$ cat config.mk
export PLATFORM = sky130hd
export DESIGN_NAME = port_rd_scheduler_flat
export DESIGN_NICKNAME = d
export VERILOG_FILES = /design/src/rtl/port_rd_scheduler_pkg.sv /design/src/rtl/port_rd_scheduler_if.sv /design/src/rtl/port_rd_scheduler_rr_pick.sv /design/src/rtl/port_rd_scheduler.sv /design/src/flat_wrapper.sv
export SDC_FILE = /design/constraint.sdc
export NUM_CORES = 1
export LEC_CHECK = 0
export CORE_ASPECT_RATIO = 1.75
export CORE_MARGIN = 2
export CORE_UTILIZATION = 40
export CTS_CLUSTER_SIZE = 12
export DETAILED_ROUTE_END_ITERATION = 8
export PLACE_DENSITY = 0.69
export RECOVER_POWER = 100
export SLEW_MARGIN = 10
export SYNTH_ARGS = -nofsm -noshare
export SYNTH_HDL_FRONTEND = slang
export SYNTH_SLANG_ARGS = --single-unit
$ cat constraint.sdc
create_clock -name clk -period 6.65 [get_ports clk]
set_clock_uncertainty 0.05 [all_clocks]
set_input_delay 1.6625 -clock clk [delete_from_list [all_inputs] [get_ports clk]]
set_output_delay 1.6625 -clock clk [all_outputs]
set_load 0.005 [all_outputs]
$ cat src/rtl/port_rd_scheduler_pkg.sv
// Shared encodings for the port read scheduler: arbitration modes, FSM states
// and the mode decode that folds the reserved encoding onto strict priority.
package hydra_pkg;

    typedef enum logic [1:0] {
        MODE_SP  = 2'd0,
        MODE_RR  = 2'd1,
        MODE_WRR = 2'd2,
        MODE_RSV = 2'd3
    } mode_e;

    typedef enum logic [1:0] {
        ST_IDLE  = 2'd0,
        ST_GRANT = 2'd1,
        ST_BUSY  = 2'd2
    } state_e;

    function automatic mode_e mode_decode(input logic [1:0] m);
        mode_e r;
        case (m)
            2'd1:    r = MODE_RR;
            2'd2:    r = MODE_WRR;
            default: r = MODE_SP;
        endcase
        return r;
    endfunction

endpackage

$ cat src/rtl/port_rd_scheduler_if.sv
// Grant/packet handshake between the read scheduler (master) and the packet
// reader that consumes its offers (slave).
interface port_rd_scheduler_if #(
    parameter int NUM_QUEUES = 8
) ();
    localparam int QW = $clog2(NUM_QUEUES);

    logic          sched_vld;
    logic [QW-1:0] sched_queue;
    logic          sched_rdy;
    logic          pkt_done;
    logic          busy;

    modport master (
        output sched_vld,
        output sched_queue,
        output busy,
        input  sched_rdy,
        input  pkt_done
    );

    modport slave (
        input  sched_vld,
        input  sched_queue,
        input  busy,
        output sched_rdy,
        output pkt_done
    );
endinterface

$ cat src/rtl/port_rd_scheduler_rr_pick.sv
// Rotating-priority search: first set bit of req at or after start, wrapping
// modulo N. Works for any N in 2..16, not just powers of two.
module port_rd_rr_pick #(
    parameter int N  = 8,
    parameter int QW = $clog2(N)
) (
    input  logic [N-1:0]  req,
    input  logic [QW-1:0] start,
    output logic [QW-1:0] idx,
    output logic          found
);
    localparam logic [QW:0] N_W = (QW+1)'(N);

    logic [QW:0]   sum_s;
    logic [QW-1:0] cand_s;
    logic          hit_s;

    // Walk the N candidates in rotated order, latching the first requester
    always_comb begin
        idx    = {QW{1'b0}};
        found  = 1'b0;
        sum_s  = {(QW+1){1'b0}};
        cand_s = {QW{1'b0}};
        hit_s  = 1'b0;
        for (int i = 0; i < N; i++) begin
            sum_s  = {1'b0, start} + (QW+1)'(i);
            cand_s = (sum_s >= N_W) ? QW'(sum_s - N_W) : sum_s[QW-1:0];
            hit_s  = !found && req[cand_s];
            idx    = hit_s ? cand_s : idx;
            found  = found | hit_s;
        end
    end
endmodule

$ cat src/rtl/port_rd_scheduler.sv
// Per-port read scheduler: picks one of NUM_QUEUES priority queues by strict
// priority, round robin or weighted round robin and tracks the packet in flight.
module port_rd_scheduler
    import hydra_pkg::*;
#(
    parameter int NUM_QUEUES = 8,
    parameter int WEIGHT_W   = 4
) (
    input  logic                           clk,
    input  logic                           rst_n,
    input  logic [1:0]                     mode,
    input  logic [NUM_QUEUES*WEIGHT_W-1:0] weights,
    input  logic [NUM_QUEUES-1:0]          queue_available,
    port_rd_scheduler_if.master            sif
);
    localparam int QW = $clog2(NUM_QUEUES);

    state_e              state_r, state_s;
    mode_e               mode_r, mode_s, mode_eff_s;
    logic                sched_vld_r, sched_vld_s;
    logic                busy_r, busy_s;
    logic                fresh_r, fresh_s;
    logic [QW-1:0]       queue_r, queue_s;
    logic [QW-1:0]       last_r, last_s, last_inc_s;
    logic [WEIGHT_W-1:0] credit_r [NUM_QUEUES];
    logic [WEIGHT_W-1:0] credit_s [NUM_QUEUES];

    logic [NUM_QUEUES-1:0] has_credit_s, has_weight_s, elig_s, reload_set_s;
    logic [NUM_QUEUES-1:0] pick_req_s;
    logic [QW-1:0]         pick_start_s, pick_idx_s, chosen_s;
    logic                  pick_found_s, prefer_last_s, reload_s;

    port_rd_rr_pick #(.N(NUM_QUEUES), .QW(QW)) u_pick (
        .req   (pick_req_s),
        .start (pick_start_s),
        .idx   (pick_idx_s),
        .found (pick_found_s)
    );

    // Candidate selection for the IDLE decision, driven by the live mode/weights
    always_comb begin
        mode_eff_s    = mode_decode(mode);
        last_inc_s    = (last_r == QW'(NUM_QUEUES-1)) ? {QW{1'b0}} : last_r + QW'(1);
        for (int i = 0; i < NUM_QUEUES; i++) begin
            has_credit_s[i] = |credit_r[i];
            has_weight_s[i] = |weights[i*WEIGHT_W +: WEIGHT_W];
        end
        elig_s        = queue_available & has_credit_s;
        reload_set_s  = queue_available & has_weight_s;
        pick_req_s    = queue_available;
        pick_start_s  = {QW{1'b0}};
        prefer_last_s = 1'b0;
        reload_s      = 1'b0;
        case (mode_eff_s)
            MODE_RR: begin
                pick_start_s = last_inc_s;
            end
            MODE_WRR: begin
                if (|elig_s) begin
                    pick_req_s    = elig_s;
                    pick_start_s  = last_inc_s;
                    prefer_last_s = elig_s[last_r];
                end else begin
                    // A queue that just drained its credit yields to the next in
                    // rotation; before any grant the pointer itself is the start.
                    pick_req_s   = reload_set_s;
                    pick_start_s = fresh_r ? last_r : last_inc_s;
                    reload_s     = |reload_set_s;
                end
            end
            default: begin
                pick_start_s = {QW{1'b0}};
            end
        endcase
        chosen_s = prefer_last_s ? last_r : pick_idx_s;
    end

    // Next-state and next-output logic for the IDLE/GRANT/BUSY controller
    always_comb begin
        state_s     = state_r;
        mode_s      = mode_r;
        sched_vld_s = sched_vld_r;
        busy_s      = busy_r;
        fresh_s     = fresh_r;
        queue_s     = queue_r;
        last_s      = last_r;
        credit_s    = credit_r;
        case (state_r)
            ST_IDLE: begin
                if (reload_s) begin
                    for (int i = 0; i < NUM_QUEUES; i++) begin
                        credit_s[i] = weights[i*WEIGHT_W +: WEIGHT_W];
                    end
                end else begin
                    credit_s = credit_r;
                end
                if (pick_found_s) begin
                    state_s     = ST_GRANT;
                    sched_vld_s = 1'b1;
                    queue_s     = chosen_s;
                    mode_s      = mode_eff_s;
                end else begin
                    state_s = ST_IDLE;
                end
            end
            ST_GRANT: begin
                if (sif.sched_rdy) begin
                    sched_vld_s = 1'b0;
                    last_s      = queue_r;
                    fresh_s     = 1'b0;
                    if (mode_r == MODE_WRR && credit_r[queue_r] != {WEIGHT_W{1'b0}}) begin
                        credit_s[queue_r] = credit_r[queue_r] - WEIGHT_W'(1);
                    end else begin
                        credit_s[queue_r] = credit_r[queue_r];
                    end
                    if (sif.pkt_done) begin
                        state_s = ST_IDLE;
                        busy_s  = 1'b0;
                    end else begin
                        state_s = ST_BUSY;
                        busy_s  = 1'b1;
                    end
                end else if (!queue_available[queue_r]) begin
                    state_s     = ST_IDLE;
                    sched_vld_s = 1'b0;
                end else begin
                    state_s = ST_GRANT;
                end
            end
            ST_BUSY: begin
                if (sif.pkt_done) begin
                    state_s = ST_IDLE;
                    busy_s  = 1'b0;
                end else begin
                    state_s = ST_BUSY;
                end
            end
            default: begin
                state_s     = ST_IDLE;
                sched_vld_s = 1'b0;
                busy_s      = 1'b0;
            end
        endcase
    end

    // State, output and credit registers with synchronous reset
    always_ff @(posedge clk) begin
        if (rst_n) begin
            state_r     <= ST_IDLE;
            mode_r      <= MODE_SP;
            sched_vld_r <= 1'b0;
            busy_r      <= 1'b0;
            fresh_r     <= 1'b1;
            queue_r     <= {QW{1'b0}};
            last_r      <= {QW{1'b0}};
            for (int i = 0; i < NUM_QUEUES; i++) begin
                credit_r[i] <= {WEIGHT_W{1'b0}};
            end
        end else begin
            state_r     <= state_s;
            mode_r      <= mode_s;
            sched_vld_r <= sched_vld_s;
            busy_r      <= busy_s;
            fresh_r     <= fresh_s;
            queue_r     <= queue_s;
            last_r      <= last_s;
            credit_r    <= credit_s;
        end
    end

    assign sif.sched_vld   = sched_vld_r;
    assign sif.sched_queue = queue_r;
    assign sif.busy        = busy_r;
endmodule

$ cat src/flat_wrapper.sv
// flat-port wrapper written by rule: the top's interface ports become plain ports
module port_rd_scheduler_flat import hydra_pkg::*;
#(
    parameter int NUM_QUEUES = 8,
    parameter int WEIGHT_W   = 4
)
  (clk, rst_n, mode, weights, queue_available, sif_sched_vld, sif_sched_queue, sif_busy, sif_sched_rdy, sif_pkt_done);
  port_rd_scheduler_if #(.NUM_QUEUES(NUM_QUEUES)) sif_i ();
  input  logic clk;
  input  logic rst_n;
  input  logic [1:0] mode;
  input  logic [NUM_QUEUES*WEIGHT_W-1:0] weights;
  input  logic [NUM_QUEUES-1:0] queue_available;
  output wire logic [$bits(sif_i.sched_vld)-1:0] sif_sched_vld;
  output wire logic [$bits(sif_i.sched_queue)-1:0] sif_sched_queue;
  output wire logic [$bits(sif_i.busy)-1:0] sif_busy;
  input wire logic [$bits(sif_i.sched_rdy)-1:0] sif_sched_rdy;
  input wire logic [$bits(sif_i.pkt_done)-1:0] sif_pkt_done;
  assign sif_sched_vld = sif_i.sched_vld;
  assign sif_sched_queue = sif_i.sched_queue;
  assign sif_busy = sif_i.busy;
  assign sif_i.sched_rdy = sif_sched_rdy;
  assign sif_i.pkt_done = sif_pkt_done;
  port_rd_scheduler #(.NUM_QUEUES(NUM_QUEUES), .WEIGHT_W(WEIGHT_W)) u_core (.clk(clk), .rst_n(rst_n), .mode(mode), .weights(weights), .queue_available(queue_available), .sif(sif_i));
endmodule
-- Word-level counts from Yosys, hierarchy flattened
Cells that the tools add are included.
- RAM bits: 0
- output and inout port bits: 5
- memories: 0
- input port bits: 46
- logic and storage cells: 191
- bits in latches: 0
- ROM bits: 0
- flip-flop bits (word level): 45
- magnitude comparators: 20
- reduce and logical (&&, ||, !) cells: 42
- $add $sub $neg: 17
- shift operators: 0
- muxes and demuxes: 72
- bitwise logic cells: 12
- div/mod/pow operators: 0
- equal/unequal tests: 13
- multiply operators: 0
- operators by type and width (cell ; count):
    $mux 32 ; 3
    $bwmux 32 ; 2
    $pmux 32 s2 ; 1
    $reduce_or 4->1 ; 16
    $mux 3 ; 20
    $lt 3x4->1 const B ; 10
    $ge 4x4->1 const B ; 8
    $bmux 1 s3 ; 10
    $sub 3x1->3 const B ; 8
    $mux 1 ; 22
    $add 3x3->4 const B ; 4
    $and 8x8->8 ; 2
    $mux 8 ; 2
    $reduce_or 8->1 ; 2
    $bmux 4 s3 ; 1
    $demux 4 s3 ; 1
    $mux 4 ; 3
    $logic_and 1x1->1 ; 9
    $reduce_and 3->1 ; 3
    $add 3x2->4 const B ; 2
    $eq 2x2->1 const B ; 4
    $logic_not 1->1 ; 7
    $or 1x1->1 ; 7
    $eq 2x1->1 const B ; 3
    20 further kinds ; 26

-- Depth between registers and ports, before layout
Gate-level depths: netlist of the first run.
- depth in word-level cells: 32
- mapped depth: 18
- depth with buffers taken out: 16

-- Cells and area by module
Synthesis of the first run repeated with hierarchy kept, for this count alone.
- cells, all modules: 521
- area, all modules: 4336.7 um^2
- modules (own cells, without submodules) (module ; cells an instance ; seq. area each (um^2) ; instances ; area an instance (um^2)):
    port_rd_scheduler ; 400 ; 900.9 ; 1 ; 3255.6
    port_rd_rr_pick ; 121 ; 0.0 ; 1 ; 1081.0

-- Least setup slack after synthesis of the first run
OpenSTA, ideal clock, no wires.
- path type: input -> register
- start point: input port mode[0]
- end point: register u_core.queue_r[1], in the netlist u_core.sif.sched_queue[1]
- arrival time: 5.446 ns
- buffers on the path: 2
- data required time: 6.530 ns
- stages on the path: 18
- setup slack: 1.084 ns
- path through: inv_1 ha_1 nor2b_1 o21ai_0 nand4_1 nand3_1 buf_4 buf_2 inv_1 ha_1 xnor2_2 mux4_2 nor4_4 nand2_1 a311oi_1 o32ai_1 a2111o_1 a21oi_1
- cells in the longest elaborated chain, start to end: 30
- elaborated cells on any way between the ends: 86
- classes of those cells: 15 x add/sub; 8 x order compare; 4 x eq/ne; 37 x mux; 7 x bitwise; 15 x reduce/logical
- ends and longest elaborated chain (what ; RTL line ; source):
    start, declared ; flat_wrapper.sv:11 ; input logic [1:0] mode;
    $eq 2x2->1 or $eq 2x1->1 (tied branches) ; port_rd_scheduler_pkg.sv:20 ; case (m)
    $pmux 2 s2 * ; port_rd_scheduler_pkg.sv:20 ;
    $eq 2x2->1 or $eq 2x1->1 (tied branches) ; port_rd_scheduler.sv:54 ; case (mode_eff_s)
    $pmux 3 s2 ; port_rd_scheduler.sv:54 ;
    $add 3x1->4 (tied with other cells) ; port_rd_scheduler_rr_pick.sv:26 ; sum_s = {1'b0, start} + (QW+1)'(i);
    $ge 4x4->1 (tied with other cells) ; port_rd_scheduler_rr_pick.sv:27 ; cand_s = (sum_s >= N_W) ? QW'(sum_s - N_W) : sum_s[QW-1:0];
    $mux 3 or $bmux 1 s3 (tied branches) ; port_rd_scheduler_rr_pick.sv:27, port_rd_scheduler_rr_pick.sv:28 ;
    $bmux 1 s3 or $mux 1 (tied branches) ; port_rd_scheduler_rr_pick.sv:28 ; hit_s = !found && req[cand_s];
    (+14 left out) ; n/a ;
    $or 1x1->1 ; port_rd_scheduler_rr_pick.sv:30 ; found = found | hit_s;
    $logic_not 1->1 ; port_rd_scheduler_rr_pick.sv:28 ;
    $logic_and 1x1->1 ; port_rd_scheduler_rr_pick.sv:28 ;
    $or 1x1->1 ; port_rd_scheduler_rr_pick.sv:30 ;
    $logic_not 1->1 ; port_rd_scheduler_rr_pick.sv:28 ;
    $logic_and 1x1->1 ; port_rd_scheduler_rr_pick.sv:28 ;
    $mux 3 or $or 1x1->1 (tied branches) ; port_rd_scheduler_rr_pick.sv:29, port_rd_scheduler_rr_pick.sv:30 ;
    $mux 3 or $reduce_and 2->1 (tied branches) ; n/a ;
    end signal, assigned ; port_rd_scheduler.sv:154 ; queue_r <= {QW{1'b0}};
    end signal, assigned ; port_rd_scheduler.sv:165 ; queue_r <= queue_s;
    end, declared ; port_rd_scheduler.sv:23 ; logic [QW-1:0] queue_r, queue_s;
Mark *: on every way between the ends. The rest lies on a longest branch, timed or not. The select of a mux whose other input is x is not followed.
A chain may end at the register's enable or synchronous reset.

-- Final worst setup path of the first run
- start point: input port queue_available[3]
- end point: register u_core.queue_r[0], in the netlist u_core.sif.sched_queue[0]
- cells in the longest elaborated chain, start to end: 30
- elaborated cells on any way between the ends: 89
- classes of those cells: 15 x add/sub; 8 x order compare; 41 x mux; 9 x bitwise; 16 x reduce/logical
- ends and longest elaborated chain (what ; RTL line ; source):
    start, declared ; flat_wrapper.sv:13 ; input logic [NUM_QUEUES-1:0] queue_available;
    $and 8x8->8 ; port_rd_scheduler.sv:48 ; elig_s = queue_available & has_credit_s;
    $reduce_or 8->1 ; port_rd_scheduler.sv:59 ; if (|elig_s) begin
    $mux 3 ; port_rd_scheduler.sv:59 ;
    $pmux 3 s2 ; port_rd_scheduler.sv:54 ;
    $add 3x1->4 (tied with other cells) ; port_rd_scheduler_rr_pick.sv:26 ;
    $ge 4x4->1 (tied with other cells) ; port_rd_scheduler_rr_pick.sv:27 ;
    $mux 3 or $bmux 1 s3 (tied branches) ; port_rd_scheduler_rr_pick.sv:27, port_rd_scheduler_rr_pick.sv:28 ;
    $bmux 1 s3 or $mux 1 (tied branches) ; port_rd_scheduler_rr_pick.sv:28 ;
    (+14 left out) ; n/a ;
    $or 1x1->1 ; port_rd_scheduler_rr_pick.sv:30 ;
    $logic_not 1->1 ; port_rd_scheduler_rr_pick.sv:28 ;
    $logic_and 1x1->1 ; port_rd_scheduler_rr_pick.sv:28 ;
    $or 1x1->1 ; port_rd_scheduler_rr_pick.sv:30 ;
    $logic_not 1->1 ; port_rd_scheduler_rr_pick.sv:28 ;
    $logic_and 1x1->1 ; port_rd_scheduler_rr_pick.sv:28 ;
    $mux 3 or $or 1x1->1 (tied branches) ; port_rd_scheduler_rr_pick.sv:29, port_rd_scheduler_rr_pick.sv:30 ;
    $mux 3 or $reduce_and 2->1 (tied branches) ; n/a ;
Parallel ways exist; a longest one is shown, timed or not. The select of a mux whose other input is x is not followed.

==> results of run 1 <==
==> how the worst max path moves through the flow <==
stage,start,to,slack [ns],depth (start not counted)
after floorplan,mode[0],u_core.sif.sched_queue[1],1.08,18
after global placement,queue_available[6],u_core.sif.sched_queue[1],0.67,15
after detailed placement,mode[1],u_core.sif.sched_queue[0],0.61,16
after CTS,mode[1],u_core.sif.sched_queue[0],0.87,16
after global routing,queue_available[3],u_core.sif.sched_queue[0],0.27,16
final,queue_available[3],u_core.sif.sched_queue[0],0.54,16
==> placed cells by master (no fill, tap or decap), types with 7 or more instances in the layout <==
cell,count
dlygate4sd3_1,7
nand4_1,7
mux2_2,8
a21oi_1,23
o311ai_0,8
o22ai_1,37
o21a_1,9
dfxtp_1,45
ha_1,8
nor2_1,47
o21ai_0,18
buf_4,10
nand3_1,7
clkdlybuf4s50_1,43
o41ai_2,8
inv_1,10
nand2_1,39
a22oi_1,12
o41ai_1,8
a211oi_1,39
mux2i_1,17
==> cell families (layout without fill, tap and decap cells) <==
logic type / after synthesis / in the layout / synth area share [%]
mux: 31 / 31 / 10.58
simple gates: 130 / 130 / 16.14
xor+xnor: 10 / 10 / 2.473
buf+inv: 40 / 81 / 4.068
flops: 45 / 45 / 23.43
compound gates: 208 / 208 / 40.71
fa+ha+maj: 8 / 8 / 2.603
==> flip-flops by register name (all words and copies together), names as in the netlist <==
register	cells
u_core.sif.sched_vld	1
u_core.sif.sched_queue	3
u_core.credit_r	32
u_core.mode_r	2
u_core.sif.busy	1
u_core.fresh_r	1
u_core.state_r	2
u_core.last_r	3
==> where the power goes <==
part / internal [mW] / leakage, nW / switching, mW
Clock: 0.138 / 0.0696 / 0.104
Sequential: 0.316 / 0.369 / 0.0713
Combinational: 0.377 / 1.15 / 0.586
==> layout make-up <==
type	instances	area (µm²)
Clock inverter	3	17.52
Inverter	11	41.29
Fill cell	936	4800
Timing Repair Buffer	62	583.1
Multi-Input combinational cell	387	2789
Tap cell	122	152.6
Clock buffer	5	125.1
Sequential cell	45	900.9
==> metrics by stage <==
stage                     instances  instance area [µm²]  total power, mW  worst slack (ns)
after floorplan                 472                 3845            1.049             1.084
after global placement          627                 4479            1.336            0.6689
after detailed placement        627                 4479            1.346            0.6122
after CTS                       635                 4622            1.590            0.8666
after global routing            635                 4609            1.697            0.2689
final                           635                 4609            1.592            0.5382
==> per-layer routing <==
metal,vias up,wire [µm]
met4,0,1050
met2,181,7616
li1,1982,-
met1,1993,4762
met3,57,572
met5,-,0
==> critical path, cell delays in order <==
cell           delay [ns]
dlygate4sd3_1        0.69
o41ai_2              0.20
nand4_1              0.19
clkbuf_1             0.37
o21ai_0              0.25
nand3_1              0.15
inv_1                0.06
ha_1                 0.25
xnor2_2              0.32
mux4_2               0.61
nor4_4               0.39
nand3_1              0.26
or3_1                0.42
a32oi_1              0.19
o21ai_0              0.10
a21oi_1              0.15
==> metrics.md, run 1 <==
| Metric | Value |
|---|---|
| Hold_sp | u_core.sif.busy |
| Wire per inst | 22.05 µm |
| Hold WC Path Type | reg -> reg |
| Final hold vios | 0 |
| TritonCTS buffer count | 5 |
| Synthesized area | 0.003845 mm² |
| Layout cells sized above 1 | 10.14% |
| Tcrit/Tclk final | 91.91% |
| #FFs+latches synth | 45 |
| Final antenna-violating net count | 0 |
| Reg-to-reg endpoint | u_core.sif.sched_queue[0] |
| Initial DRC Count | 268 |
| FP Rows | 47 |
| IR drop worst, VDD | 0.3000 mV |
| Top FF cell, synth | dfxtp_1 |
| Crit-path max FO | 11 |
| Sequential-to-total area share from yosys stat | 23.43% |
| CTS tree | done |
| Drt pass-1 iters | 5 |
| Post-Synthesis Net Count | 526 |
| H-tree levels | 2 |
| Crit path arrival time | 6.27 ns |
| Setup TNS | 0 ns |
| Post_cts resized | 0 |
| Top cells by area, synth | dfxtp_1 (23%), a211oi_1 (7.6%), o22ai_1 (6.0%), nor2_1 (4.7%), mux2i_1 (4.4%) |
| Vias/cell | 6.635 |
| Skew-Pair Late Insertion Delay | 0.29 ns |
| Largest net degree at the start of global routing | 46 |
| Ports | 51 |
| Fin util | 48.99% |
| R2R Setup Slk | 1.81 ns |
| Die W | 78.12 µm |
| Clock sink total | 45 |
| R2R Path Start | u_core.credit_r[19] |
| Minimum clock period | 6.112 ns |
| GRT met1 Usage | 26.41% |
| Most frequent cell after synthesis | nor2_1 |
| Mapped Cells | 472 |
| Outcome | finished, violations left |
| Gr busiest metal | met2 |
| Final setup violation count | 0 |
| Die ar. | 0.01044 mm² |
| WHS Path Cells | 2 |
| # nets final | 566 |
| Clock transition at path regs | 0.06 ns |
| Maximum operating frequency | 163.6 MHz |
| Top-area cell type share of the netlist area | 23.43% |
| Core Area | 0.009409 mm² |
| Chip height | 133.7 µm |
| Hold Path End | u_core.sif.busy |
| Met2 Resource Use GR | 51.29% |
| Ant. Diodes | 0 |
| CP Launch Type | input pin |
| DP HPWL | 11.07 mm |
| Cell variety after synth | 63 |
| Post-synth top cells | nor2_1 (48), dfxtp_1 (45), a211oi_1 (39), nand2_1 (39), o22ai_1 (37) |
| Post-CTS setup buffer count | 0 |
| Power Density | 345.3 mW/mm² |
| Via count | 4,213 |
| IO Port Bufs | 50 |
| Max cap viols | 1 |
| EDFF count, synth | 0 |
| Crit. End Element | register |
| # hold bufs at CTS | 0 |
| Relative slew slack | -16.31% |
| Placer Congestion | 0.9505 |
| First-pass GRT wire length | 22.28 mm |
| FF-to-FF path depth | 15 |
| Critical path class | in -> reg |
| Detailed-route DRC error count | 0 |
| Hold Slack | 0.4321 ns |
| Unrepaired setup endpoints after global routing | no |
| Met3 Usage GRT | 3.049% |
| Failing checks | capacitance limit, slew limit |
| CP required | 6.81 ns |
| Initial Util | 40.86% |
| Yosys warns | 0 |
| Root Driver | clkbuf_16 |
| Antenna violations before repair | 0 |
| Async S/R FF share, synth | 0% |
| Area leader, netlist | dfxtp_1 |
| Vias in the first global route | 4,273 |
| Syn_area_per_cell | 8.146 µm² |
| Area Growth Syn to Fin | 19.88% |
| Pins Over Slew Limit | 41 |
| Detailed Route WL | 14.00 mm |
| Max Root-Sink Buffers | 2 |
| Slew @ Worst Pin | 1.745 ns |
| Total gr overflow | 0 |
| Leakage | 1.588 nW |
| All-layer global routing usage | 27.46% |
(Power assumes the default switching activity.)
==> run 2, diff against run 1 <==
Settings changed: CTS_BUF_LIST from default to sky130_fd_sc_hd__clkbuf_4.
==> metrics.md, run 2 (synthesized netlist as in run 1, its figures left out) <==
| Metric | Value |
|---|---|
| Hold WC Path Type | reg -> reg |
| CP required | 6.90 ns (+0.09 ns) |
| FP Rows | 47 (unchanged) |
| Final hold vios | 0 (unchanged) |
| Placer Congestion | 0.9505 (unchanged) |
| CTS tree | done |
| Post_cts resized | 0 (unchanged) |
| Critical path class | in -> reg |
| Post-CTS setup buffer count | 0 (unchanged) |
| Pins Over Slew Limit | 41 (unchanged) |
| Initial DRC Count | 247 (-7.8%) |
| Setup TNS | 0 ns (unchanged) |
| Outcome | finished, violations left |
| Cells along the critical path | dlygate4sd3_1, o41ai_1, nand4_1, clkbuf_1, o21ai_0, nand3_1, inv_1, ha_1, xnor2_2, mux4_2, nor4_4, nand3_1, or3_1, a32oi_1, o21ai_0, a21oi_1 |
| Root Driver | clkbuf_4 |
| Max cap viols | 1 (unchanged) |
| Post-placement setup slack | 0.6122 ns (unchanged) |
| Most frequent cells in the layout | nor2_1 (47), dfxtp_1 (45), clkdlybuf4s50_1 (43) |
| Power, Total | 1.479 mW (-7.1%) |
| Max reg flops | 32 (unchanged) |
| Drt pass-1 iters | 4 (-1) |
| Unrepaired setup endpoints after global routing | no |
| Chip height | 133.7 µm (unchanged) |
| Max Root-Sink Buffers | 2 (unchanged) |
| # nets final | 566 (unchanged) |
| Total gr overflow | 0 (unchanged) |
| Storage element area | 900.9 µm² (unchanged) |
| Skew-Pair Late Insertion Delay | 0.38 ns (+0.09 ns) |
| Area Growth Syn to Fin | 17.41% |
| Maximum operating frequency | 166.1 MHz (+1.5%) |
| CP Launch Type | input pin |
| Failing checks | capacitance limit, slew limit |
| IR drop worst, VDD | 0.1989 mV (-34%) |
| Biggest register | u_core.credit_r |
| Leakage | 1.545 nW (-2.7%) |
| Clock sink total | 45 (unchanged) |
| IO Port Bufs | 50 (unchanged) |
| Minimum clock period | 6.019 ns (-0.09257 ns) |
| Detailed-route DRC error count | 0 (unchanged) |
| Crit. End Element | register |
| Tcrit/Tclk final | 90.51% (-1.4 points) |
| All-layer global routing usage | 27.31% (-0.15 points) |
| First-pass GRT wire length | 22.18 mm (-0.44%) |
| CP max-delay cell | dlygate4sd3_1 |
| Area of the multi-input gates | 0.002781 mm² (-0.27%) |
| Layout cells sized above 1 | 9.942% (-0.19 points) |
| Slowest cell delay on critical path | 0.66 ns (-0.03 ns) |
| Vias in the first global route | 4,272 (-0.023%) |
| Relative slew slack | -16.84% (-0.53 points) |
| Slew @ Worst Pin | 1.753 ns (+0.007937 ns) |
| Clock transition at path regs | 0.12 ns (+0.06 ns) |
| Fill cells | 949 (+1.4%) |
| Commonest non-fill, non-tap cell in the layout | nor2_1 |
| Crit path arrival time | 6.27 ns (about the same) |
| Setup ws final | 0.6308 ns (+0.09257 ns) |
| Die W | 78.12 µm (unchanged) |
| Largest net degree at the start of global routing | 46 (unchanged) |
| Final setup violation count | 0 (unchanged) |
| Power Density | 327.6 mW/mm² (-5.1%) |
| DP HPWL | 11.07 mm (unchanged) |
| Antenna violations before repair | 0 (unchanged) |
| # hold bufs at CTS | 0 (unchanged) |
| Fin util | 47.98% (-1.0 points) |
| Crit-path max FO | 11 (unchanged) |
| Initial Util | 40.86% (unchanged) |
| Final antenna-violating net count | 0 (unchanged) |
| Via count | 4,198 (-0.36%) |
| H-tree levels | 2 (unchanged) |
| Die ar. | 0.01044 mm² (unchanged) |
| Core Area | 0.009409 mm² (unchanged) |
| Detailed Route WL | 13.83 mm (-1.2%) |
| Ant. Diodes | 0 (unchanged) |
| Ports | 51 (unchanged) |
| Vias/cell | 6.611 (-0.36%) |
| Wire per inst | 21.78 µm (-1.2%) |
| TritonCTS buffer count | 5 (unchanged) |
==> run 2: changes by cell type in the layout (fill, tap and decap cells not counted) <==
cell	change
clkbuf_16	-5
clkbuf_4	+5
o41ai_1	+1
o41ai_2	-1
==> run 2: per-stage QoR <==
| stage | area, µm² | hold slack [ns] | cells |
|---|---|---|---|
| 3_5_place_dp | 4479 | 0.4300 | 627 |
| 5_1_grt | 4514 | 0.5171 | 635 |
| 4_1_cts | 4534 | 0.4501 | 635 |
| 6_report | 4514 | 0.4416 | 635 |
| 3_3_place_gp | 4479 | 0.4140 | 627 |
| 2_1_floorplan | 3845 | 0.4132 | 472 |
==> run 2: routing by layer <==
layer | global-route usage (%) | share of wire (%) | vias to the layer above | routed length, µm
li1 | - | - | 1977 | -
met1 | 26.21 | 34 | 1994 | 4683
met2 | 51.77 | 54 | 160 | 7495
met3 | 2.710 | 3.3 | 67 | 458
met4 | 20.76 | 8.6 | 0 | 1195
met5 | 0 | 0 | - | 0
==> run 2: final cells by class <==
cell class                      instances  share of cell area, %
Clock inverter                          3                 0.3880
Inverter                               11                 0.9146
Multi-Input combinational cell        387                  61.61
Tap cell                              122                  3.381
Sequential cell                        45                  19.96
Clock buffer                            5                 0.8315
Timing Repair Buffer                   62                  12.92
==> run 2: power breakdown <==
group	switching (mW)	leakage, nW	internal, mW
logic	0.584	1.15	0.376
registers	0.0699	0.369	0.316
clock network	0.0924	0.0310	0.0399
==> run 2: worst max-delay path: cells and delay by family <==
family | cells | cell delay [ns]
and+or+nand+nor | 5 | 1.40
xor gates and xnor gates | 1 | 0.32
buffers and inverters | 3 | 1.08
adders and majority gates | 1 | 0.25
muxes | 1 | 0.61
AOI/OAI and AO/OA | 5 | 0.91
==> run 2: path summary, 6_finish.rpt <==
check	slack (ns)	from	end	cells past startpoint
setup / recovery	0.63	queue_available[3]	u_core.sif.sched_queue[0]	16
hold / removal	0.44	u_core.sif.busy	u_core.sif.busy	2
hold reg to reg	0.44	u_core.sif.busy	u_core.sif.busy	2
setup reg to reg	1.52	u_core.credit_r[19]	u_core.sif.sched_queue[0]	13
